[src/rtl/abs_diff_accum_if.sv]
// rtl/abs_diff_accum_if.sv - beat/config/result bundle for the SAD unit
interface abs_diff_accum_if #(
  parameter int WIDTH   = 16,
  parameter int LANES   = 4,
  parameter int MAX_LEN = 64
);
  localparam int DW    = 2*WIDTH + 1;
  localparam int LEN_W = $clog2(MAX_LEN + 1);
  localparam int ACC_W = DW + $clog2(LANES) + $clog2(MAX_LEN) + 1;

  logic [LEN_W-1:0]    cfg_len;
  logic                cfg_signed;
  logic                in_valid;
  logic                in_ready;
  logic [LANES*DW-1:0] in_a;
  logic [LANES*DW-1:0] in_b;
  logic [LANES*DW-1:0] diff_out;
  logic                diff_valid;
  logic [ACC_W-1:0]    sad_out;
  logic                out_valid;
  logic                out_ready;

  modport master (
    output cfg_len, cfg_signed, in_valid, in_a, in_b, out_ready,
    input  in_ready, diff_out, diff_valid, sad_out, out_valid
  );

  modport slave (
    input  cfg_len, cfg_signed, in_valid, in_a, in_b, out_ready,
    output in_ready, diff_out, diff_valid, sad_out, out_valid
  );
endinterface

[src/rtl/abs_diff_accum.sv]
// rtl/abs_diff_accum.sv - pipelined multi-lane |A-B| with vector SAD accumulator
module abs_diff_accum #(
  parameter int WIDTH   = 16,
  parameter int LANES   = 4,
  parameter int MAX_LEN = 64,
  parameter int LEN_W   = $clog2(MAX_LEN + 1),
  parameter int ACC_W   = (2*WIDTH + 1) + $clog2(LANES) + $clog2(MAX_LEN) + 1
) (
  input logic              clk,
  input logic              rst_n,
  abs_diff_accum_if.slave  bus
);
  localparam int DW = 2*WIDTH + 1;

  typedef enum logic [1:0] {IDLE, ACCUM, DRAIN, HOLD} state_t;

  state_t              state;
  logic [LEN_W-1:0]    len_q;
  logic [LEN_W-1:0]    count;
  logic [LEN_W-1:0]    eff_len;
  logic                sgn_q;
  logic                sgn_eff;
  logic                accept;
  logic [LANES*DW-1:0] diff_next;
  logic [ACC_W-1:0]    acc;
  logic [ACC_W-1:0]    lane_sum;
  logic [DW:0]         ea;
  logic [DW:0]         eb;
  logic [DW:0]         d;

  assign accept  = bus.in_valid && bus.in_ready;
  // The first beat of a vector uses the live mode bit; later beats use the latched one.
  assign sgn_eff = (state == IDLE) ? bus.cfg_signed : sgn_q;

  always_comb begin
    if (bus.cfg_len == '0)
      eff_len = LEN_W'(1);
    else if (bus.cfg_len > LEN_W'(MAX_LEN))
      eff_len = LEN_W'(MAX_LEN);
    else
      eff_len = bus.cfg_len;
  end

  // One extra bit of headroom keeps the difference exact for every operand pair.
  always_comb begin
    diff_next = '0;
    ea = '0;
    eb = '0;
    d  = '0;
    for (int i = 0; i < LANES; i++) begin
      ea = {sgn_eff & bus.in_a[i*DW + DW - 1], bus.in_a[i*DW +: DW]};
      eb = {sgn_eff & bus.in_b[i*DW + DW - 1], bus.in_b[i*DW +: DW]};
      d  = ea - eb;
      diff_next[i*DW +: DW] = d[DW] ? DW'(eb - ea) : d[DW-1:0];
    end
  end

  always_comb begin
    lane_sum = '0;
    for (int i = 0; i < LANES; i++)
      lane_sum = lane_sum + ACC_W'(bus.diff_out[i*DW +: DW]);
  end

  always_ff @(posedge clk) begin
    if (!rst_n) begin
      state          <= IDLE;
      len_q          <= '0;
      count          <= '0;
      sgn_q          <= 1'b0;
      acc            <= '0;
      bus.in_ready   <= 1'b1;
      bus.diff_out   <= '0;
      bus.diff_valid <= 1'b0;
      bus.sad_out    <= '0;
      bus.out_valid  <= 1'b0;
    end else begin
      bus.diff_valid <= accept;
      if (accept)
        bus.diff_out <= diff_next;

      case (state)
        IDLE: begin
          if (accept) begin
            len_q <= eff_len;
            sgn_q <= bus.cfg_signed;
            acc   <= '0;
            count <= LEN_W'(1);
            if (eff_len == LEN_W'(1)) begin
              state        <= DRAIN;
              bus.in_ready <= 1'b0;
            end else begin
              state <= ACCUM;
            end
          end
        end
        ACCUM: begin
          if (bus.diff_valid)
            acc <= acc + lane_sum;
          if (accept) begin
            count <= count + LEN_W'(1);
            if (count + LEN_W'(1) == len_q) begin
              state        <= DRAIN;
              bus.in_ready <= 1'b0;
            end
          end
        end
        DRAIN: begin
          // The last beat's lanes are still in diff_out; fold them in while publishing.
          acc           <= acc + lane_sum;
          bus.sad_out   <= acc + lane_sum;
          bus.out_valid <= 1'b1;
          state         <= HOLD;
        end
        HOLD: begin
          if (bus.out_valid && bus.out_ready) begin
            bus.out_valid <= 1'b0;
            bus.in_ready  <= 1'b1;
            state         <= IDLE;
          end
        end
        default: begin
          state        <= IDLE;
          bus.in_ready <= 1'b1;
        end
      endcase
    end
  end
endmodule

[src/flat_wrapper.sv]
// flat-port wrapper written by rule: the top's interface ports become plain ports
module abs_diff_accum_flat 
#(
  parameter int WIDTH   = 16,
  parameter int LANES   = 4,
  parameter int MAX_LEN = 64,
  parameter int LEN_W   = $clog2(MAX_LEN + 1),
  parameter int ACC_W   = (2*WIDTH + 1) + $clog2(LANES) + $clog2(MAX_LEN) + 1
)
  (clk, rst_n, bus_cfg_len, bus_cfg_signed, bus_in_valid, bus_in_a, bus_in_b, bus_out_ready, bus_in_ready, bus_diff_out, bus_diff_valid, bus_sad_out, bus_out_valid);
  abs_diff_accum_if #(.WIDTH(WIDTH), .LANES(LANES), .MAX_LEN(MAX_LEN)) bus_i ();
  input logic clk;
  input logic rst_n;
  input wire logic [$bits(bus_i.cfg_len)-1:0] bus_cfg_len;
  input wire logic [$bits(bus_i.cfg_signed)-1:0] bus_cfg_signed;
  input wire logic [$bits(bus_i.in_valid)-1:0] bus_in_valid;
  input wire logic [$bits(bus_i.in_a)-1:0] bus_in_a;
  input wire logic [$bits(bus_i.in_b)-1:0] bus_in_b;
  input wire logic [$bits(bus_i.out_ready)-1:0] bus_out_ready;
  output wire logic [$bits(bus_i.in_ready)-1:0] bus_in_ready;
  output wire logic [$bits(bus_i.diff_out)-1:0] bus_diff_out;
  output wire logic [$bits(bus_i.diff_valid)-1:0] bus_diff_valid;
  output wire logic [$bits(bus_i.sad_out)-1:0] bus_sad_out;
  output wire logic [$bits(bus_i.out_valid)-1:0] bus_out_valid;
  assign bus_i.cfg_len = bus_cfg_len;
  assign bus_i.cfg_signed = bus_cfg_signed;
  assign bus_i.in_valid = bus_in_valid;
  assign bus_i.in_a = bus_in_a;
  assign bus_i.in_b = bus_in_b;
  assign bus_i.out_ready = bus_out_ready;
  assign bus_in_ready = bus_i.in_ready;
  assign bus_diff_out = bus_i.diff_out;
  assign bus_diff_valid = bus_i.diff_valid;
  assign bus_sad_out = bus_i.sad_out;
  assign bus_out_valid = bus_i.out_valid;
  abs_diff_accum #(.WIDTH(WIDTH), .LANES(LANES), .MAX_LEN(MAX_LEN), .LEN_W(LEN_W), .ACC_W(ACC_W)) u_core (.clk(clk), .rst_n(rst_n), .bus(bus_i));
endmodule
[config.mk]
export PLATFORM = sky130hd
export DESIGN_NAME = abs_diff_accum_flat
export DESIGN_NICKNAME = d
export VERILOG_FILES = /design/src/rtl/abs_diff_accum_if.sv /design/src/rtl/abs_diff_accum.sv /design/src/flat_wrapper.sv
export SDC_FILE = /design/constraint.sdc
export NUM_CORES = 1
export LEC_CHECK = 0
export BUFFER_PORTS_ARGS = -buffer_cell sky130_fd_sc_hd__buf_2
export CAP_MARGIN = 5
export CORE_MARGIN = 2
export CORE_UTILIZATION = 50
export DETAILED_ROUTE_END_ITERATION = 8
export GPL_TIMING_DRIVEN = 0
export PLACE_DENSITY = 0.72
export SYNTH_ARGS = -nofsm -noshare
export SYNTH_HDL_FRONTEND = slang
export SYNTH_SLANG_ARGS = --single-unit
[constraint.sdc]
create_clock -name clk -period 6.5 [get_ports clk]
set_input_delay 1.625 -clock clk [delete_from_list [all_inputs] [get_ports clk]]
set_output_delay 1.625 -clock clk [all_outputs]
set_load 0.01 [all_outputs]
# Word level (Yosys, flattened, before mapping)
# Index checks and enable logic that the tools add are counted.
[classes]
n_eq_ne = 11
n_addsub = 13
order_cmp = 1
mux = 27
bitwise_logic = 8
n_reduce_logical = 14
[op_table]
columns = ["op", "count"]
rows = [
  ["$sub 34x34->34", 4],
  ["$mux 33", 4],
  ["$sub 33x33->33", 4],
  ["$pmux 42 s3", 1],
  ["$add 42x33->42", 2],
  ["$mux 42", 2],
  ["$add 42x42->42", 1],
  ["$add 33x33->34", 1],
  ["$mux 7", 4],
  ["$pmux 7 s2", 1],
  ["$mux 2", 5],
  ["$ne 2x1->1 const B", 5],
  ["$and 1x1->1", 8],
  ["$pmux 2 s4", 1],
  ["$add 7x1->7 const B", 1],
  ["$eq 7x1->1 const B", 1],
  ["$eq 7x7->1", 1],
  ["$gt 7x7->1 const B", 1],
  ["$logic_not 7->1", 1],
  ["$mux 1", 7],
  ["$reduce_and 3->1", 2],
  ["$reduce_and 6->1", 1],
  ["$reduce_bool 3->1", 2],
  ["$eq 2x2->1 const B", 2],
  ["other kinds (9)", 12],
]
[totals]
in_bits = 276
ff_bits = 236
out_inout_bits = 177
word_cells = 84

# Longest topological paths before layout
[logic_depth]
depth_word = 7
mapped_depth = 27
depth_no_buf = 26

# Least setup slack after synthesis
# No wires, ideal clock.
[synth_path]
path_kind = "reg-to-reg"
start = "reg u_core.bus.diff_out[14]"
end = "reg u_core.bus.sad_out[38]"
path_stages_with_launch = 27
path_slack_ns = 1.122
t_required_ns = 6.364
n_path_buf = 1
arrival_time_ns = 5.242
synth_period_minus_slack_ns = 5.378
setup_time_ns = 0.136
cell_sequence = "dfxtp_1 -> ha_1 -> a21o_1 -> a21o_1 -> a21o_1 -> a311oi_1 -> o21ai_0 -> a41oi_1 -> a22oi_1 -> a221o_1 -> xor2_1 -> fa_1 -> inv_1 -> fa_1 -> inv_1 -> ha_1 -> a21oi_1 -> nor2b_1 -> o21ai_0 -> nand2b_1 -> a21o_1 -> a21oi_1 -> o21ai_0 -> a21oi_1 -> clkbuf_1 -> or3_1 -> a31oi_1"
[synth_via]
elab_chain_cells = 4
[synth_rtl]
columns = ["item", "line", "rtl"]
rows = [
  ["from (decl)", "abs_diff_accum_if.sv:30", "output in_ready, diff_out, diff_valid, sad_out, out_valid"],
  ["from (signal assigned)", "abs_diff_accum.sv:79", "bus.diff_out <= diff_next;"],
  ["$add 33x33->34", "abs_diff_accum.sv:61", "lane_sum = lane_sum + ACC_W'(bus.diff_out[i*DW +: DW]);"],
  ["$add 42x33->42 (2 in series)", "abs_diff_accum.sv:61", ""],
  ["$add 42x42->42", "abs_diff_accum.sv:110", "bus.sad_out <= acc + lane_sum;"],
  ["to (signal assigned)", "abs_diff_accum.sv:110", ""],
  ["to (decl)", "abs_diff_accum_if.sv:30", ""],
]
# Every way passes these cells.
# A chain may end at the register's enable or synchronous reset.

# Final worst setup path
[layout_path]
start = "reg u_core.bus.diff_out[0]"
end = "reg u_core.acc[29]"
[layout_via]
elab_chain_cells = 6
[layout_rtl]
columns = ["item", "line", "rtl"]
rows = [
  ["$add 33x33->34 (*)", "abs_diff_accum.sv:61", ""],
  ["$add 42x33->42 (*) (2 in series)", "abs_diff_accum.sv:61", ""],
  ["$add 42x42->42 (*)", "abs_diff_accum.sv:98, abs_diff_accum.sv:109", ""],
  ["$mux 42", "abs_diff_accum.sv:97", "if (bus.diff_valid)"],
  ["$pmux 42 s3 (*)", "abs_diff_accum.sv:81", "case (state)"],
  ["to (signal assigned)", "abs_diff_accum.sv:98", "acc <= acc + lane_sum;"],
  ["to (signal assigned)", "abs_diff_accum.sv:109", "acc <= acc + lane_sum;"],
  ["to (decl)", "abs_diff_accum.sv:25", "logic [ACC_W-1:0] acc;"],
]
# Every way passes the cells marked *; elsewhere a longest branch is shown, timed or not. The select of a mux whose other input is x is not followed.

==> flow_metrics.py <==
metrics = {
    "run_status": {
        "outcome": "completed",
    },
    "grt": {
        "largest_net_degree_at_the_start_of_global_routing": 14,
        "antenna_found_initial": 6,
        "grt_overflow": 0,
        "global_route_wire_length_before_repair_mm": 159,
        "vias_in_the_first_global_route": 27300,
        "global_route.usage.total_pct": 34.3,
    },
    "layout": {
        "area_delta_synth_final_pct": 14.9,
        "finalInstanceArea_um2": 32400,
        "final-instance-count-excl-fill": 5013,
        "seqCellArea_um2": 4730,
        "multi_input_comb_area_um2": 20900,
        "fill_cells": 5505,
        "finish.net_count": 4924,
        "final_layout_size_suffix_gt1_share_pct": 14.2,
    },
    "worst_setup_path": {
        "cp-start-kind": "register",
        "critical_path_class": "reg2reg",
        "cell_family_with_the_largest_share_of_critical_path_delay": "compound AO/OA/AOI/OAI gates",
        "worst_setup_path_startpoint": "u_core.bus.diff_out[0]$_SDFFE_PN0P_",
        "crit_fanout": 7,
        "critical_path.n_buffers_inverters": 3,
        "critPathMaxStageDelay_ns": 0.52,
        "rr_startpoint": "u_core.bus.diff_out[0]$_SDFFE_PN0P_",
        "end_kind": "register",
        "critical_path_required_ns": 6.98,
        "arrival_time_at_the_worst_endpoint_ns": 6.70,
        "cell_with_the_largest_stage_delay_on_the_worst_path": "sky130_fd_sc_hd__fa_1",
    },
    "sta": {
        "grt_setup_unrepaired": "true",
        "final.setup.worst_slack_ns": 0.272,
        "relSlewSlack_pct": 19.6,
        "report.final.hold_viol_count": 0,
        "final-setup-viol-count": 0,
        "timing.final.crit_share_pct": 95.8,
        "setup_total_negative_slack_ns": 0,
        "finClkSkew_ns": 0.0108,
        "final_max_slew_viol_count": 0,
        "timing.fmax_ghz": 0.161,
        "final_worst_path_period_need_ns": 6.23,
        "worst-slew-pin-transition_ns": 1.21,
    },
    "place": {
        "detailedPlacementHpwl_mm": 87.5,
        "io_buffers": 451,
        "worst_setup_slack_post_dpl_ns": 0.209,
        "globalplace.congestion": 1.00,
        "place_area_um2": 31400,
        "dp_cells": 4962,
    },
    "route": {
        "drt_drc_violations_left": 0,
        "route.detailed.wl_per_inst_um": 21.0,
        "dr_total_vias": 29600,
        "initialDrtViolationCount": 2579,
        "route.detailed.vias_per_inst": 5.90,
        "drt-pass1-iter-count": 6,
        "postRouteAntennaNets": 0,
        "finalWirelength_mm": 105,
    },
    "clock_tree": {
        "post_cts_buffers": 0,
        "clkTransAtPathRegs_ns": 0.07,
        "clock_tree.htree_level_count": 1,
        "clk_latency_ns": 0.56,
        "cts.sink_count": 236,
        "cts.path.max_buffers": 3,
        "tritoncts_clock_tree": "done",
        "numCtsBuffers": 27,
        "cts_root_buffer": "sky130_fd_sc_hd__clkbuf_16",
    },
    "floorplanning": {
        "io_pins": 453,
        "fp.dieArea_um2": 58400,
        "fp.dieH_um": 242,
        "start_util_pct": 50.3,
        "core_um2": 56100,
        "die-width_um": 242,
        "placementRows": 87,
    },
    "logic_synthesis": {
        "synth_seq_cells": 236,
        "ys.flop_type": "sky130_fd_sc_hd__dfxtp_1",
        "xor_xnor_share_of_the_synthesized_area_pct": 5.83,
        "synth-compound-area-share_pct": 28.2,
        "number_of_flops_mapped_to_enable_cells_by_yosys": 0,
        "postSynthCellCount": 3755,
        "postSynthNetCount": 4443,
        "synthArstFlopShare_pct": 0,
        "synth-adder-area-share_pct": 20.3,
        "largest_cells_by_area_after_synthesis": "sky130_fd_sc_hd__dfxtp_1 17%, sky130_fd_sc_hd__ha_1 15%, sky130_fd_sc_hd__a21oi_1 6.9%, sky130_fd_sc_hd__inv_1 6.5%, sky130_fd_sc_hd__fa_1 5.3%",
        "netlist-cell-type-count": 99,
        "syn_area_um2": 28200,
        "ys_top_cells_by_count": "485 x sky130_fd_sc_hd__inv_1, 390 x sky130_fd_sc_hd__a21oi_1, 337 x sky130_fd_sc_hd__ha_1, 267 x sky130_fd_sc_hd__nor2_1, 236 x sky130_fd_sc_hd__dfxtp_1",
        "netlist.top_cell.by_area": "sky130_fd_sc_hd__dfxtp_1",
        "syn_area_per_cell_um2": 7.52,
        "post-synth-top-count-cell": "sky130_fd_sc_hd__inv_1",
        "synth_top_family_by_area": "compound AO/OA/AOI/OAI gates",
        "synthDominantCellAreaShare_pct": 16.7,
        "synth_warnings": 0,
        "post_synth_and_or_nand_nor_area_fraction_pct": 14.9,
        "post_synthesis_mux_area_share_pct": 4.77,
        "ys_seq_area_share_pct": 16.7,
    },
    "power": {
        "p_clk_share_pct": 14.8,
        "fin_total_pwr_mw": 11.3,
        "p_int_mw": 5.40,
        "power.static_leakage_nw": 16.5,
        "pwr-share-comb_pct": 67.1,
        "seq_power_share_pct": 18.1,
        "netSwitchingFraction_pct": 52.1,
        "net_load_switching_power_mw": 5.89,
        "vdd_ir_drop_max_mv": 0.295,
        "total_power_per_unit_cell_area_nw_per_um2": 348,
    },
    "worst_hold_path": {
        "hold_start": "u_core.acc[3]$_SDFFE_PN0P_",
        "min_path_type": "reg2reg",
    },
    "run": {
        "drv.max_cap_violation_count": 0,
    },
}
==> routing by layer <==
metal	vias up	track usage, %	part of all wire [%]
met5	-	0	0.027
met4	6	12.6	4.3
met2	1233	55.1	44
met1	14100	47.1	44
li1	14100	-	-
met3	186	4.40	7.7
==> final cells by class <==
| class | instances | area share (%) |
|---|---|---|
| inverters | 486 | 5.62 |
| repair buffers | 452 | 6.97 |
| clock inverters | 13 | 0.636 |
| plain buffers | 186 | 2.42 |
| flip-flops and latches | 236 | 14.6 |
| diodes | 2 | 0.0154 |
| multi-input cells | 2847 | 64.5 |
| well taps | 756 | 2.92 |
| clock buffers | 35 | 2.30 |
==> cells by family (layout without fill, tap and decap cells) <==
family,Yosys count,count (layout)
buf+inv,672,1172
simple gates,881,881
flops,236,236
other cells,0,2
compound gates,1236,1236
xor+xnor,186,186
fa+ha+maj,412,412
mux,132,132
==> flip-flops by register name (all words and copies together), names as in the netlist <==
name,count
u_core.acc,42
u_core.count,7
u_core.bus.sad_out,42
u_core.sgn_q,1
u_core.len_q,7
u_core.state,2
u_core.bus.in_ready,1
u_core.bus.diff_valid,1
u_core.bus.out_valid,1
u_core.bus.diff_out,132
==> power by group through the flow <==
stage	Combinational (mW)	Clock [mW]	Sequential, mW
after global placement	7.21	0	2.06
after global routing	8.21	1.74	2.07
after floorplan	4.93	0	2.01
after CTS	7.33	1.67	2.03
final	7.58	1.67	2.04
after detailed placement	7.28	0	2.06
==> cell usage in the layout (no fill, tap or decap), drive strengths merged, types with 22 or more instances in the layout <==
master,instances
dfxtp,236
nor2,267
xor2,80
and2,24
o21bai,49
a21oi,391
a211oi,57
nand3,78
o31ai,26
fa,75
xnor2,106
o21ai,235
nor2b,26
ha,337
clkbuf,182
nand2,235
buf,491
nor3,46
nand2b,28
a21o,179
a22oi,27
inv,487
o21a,33
or3,31
a31oi,44
and3,22
mux2i,113
o211ai,34
nand4,45
==> worst paths after layout <==
check,slack (ns),to,cells after the start
min reg2reg,0.46,u_core.acc[3]$_SDFFE_PN0P_,2
max,0.27,u_core.acc[29]$_SDFFE_PN0P_,25
max reg2reg,0.27,u_core.acc[29]$_SDFFE_PN0P_,25
min,0.46,u_core.acc[3]$_SDFFE_PN0P_,2
==> worst reg2reg max path, cell delays in order (launching register included) <==
cell and delay (ns):
sky130_fd_sc_hd__dfxtp_2 0.38, sky130_fd_sc_hd__ha_1 0.24, sky130_fd_sc_hd__fa_1 0.40, sky130_fd_sc_hd__a21o_1 0.21
sky130_fd_sc_hd__a31o_2 0.26, sky130_fd_sc_hd__nand4_1 0.14, sky130_fd_sc_hd__nand2_1 0.14, sky130_fd_sc_hd__inv_1 0.08
sky130_fd_sc_hd__o21ai_0 0.12, sky130_fd_sc_hd__a21o_1 0.21, sky130_fd_sc_hd__a21oi_1 0.16, sky130_fd_sc_hd__xnor2_1 0.17
sky130_fd_sc_hd__fa_1 0.52, sky130_fd_sc_hd__inv_1 0.05, sky130_fd_sc_hd__fa_1 0.47, sky130_fd_sc_hd__inv_1 0.05
sky130_fd_sc_hd__ha_1 0.41, sky130_fd_sc_hd__nand4_1 0.14, sky130_fd_sc_hd__a211oi_1 0.41, sky130_fd_sc_hd__o31ai_1 0.15
sky130_fd_sc_hd__o211ai_1 0.25, sky130_fd_sc_hd__a31oi_1 0.19, sky130_fd_sc_hd__o21ai_0 0.25, sky130_fd_sc_hd__xor2_1 0.44
sky130_fd_sc_hd__nand3_1 0.13, sky130_fd_sc_hd__a21oi_1 0.16
==> through the flow <==
step	utilization, %	hold slack (ns)
detailed placement	56.1	0.453
floorplan	-	0.432
global route	57.9	0.482
CTS	57.8	0.462
global placement	56.1	0.439
finish	57.9	0.461
==> timing repair <==
action | 4_1_cts | 5_1_grt
resized for setup | 0 | 11
setup endpoints to repair | 0 | 20
hold buffers | 0 | 0
Power figures use the tool's default switching activity.
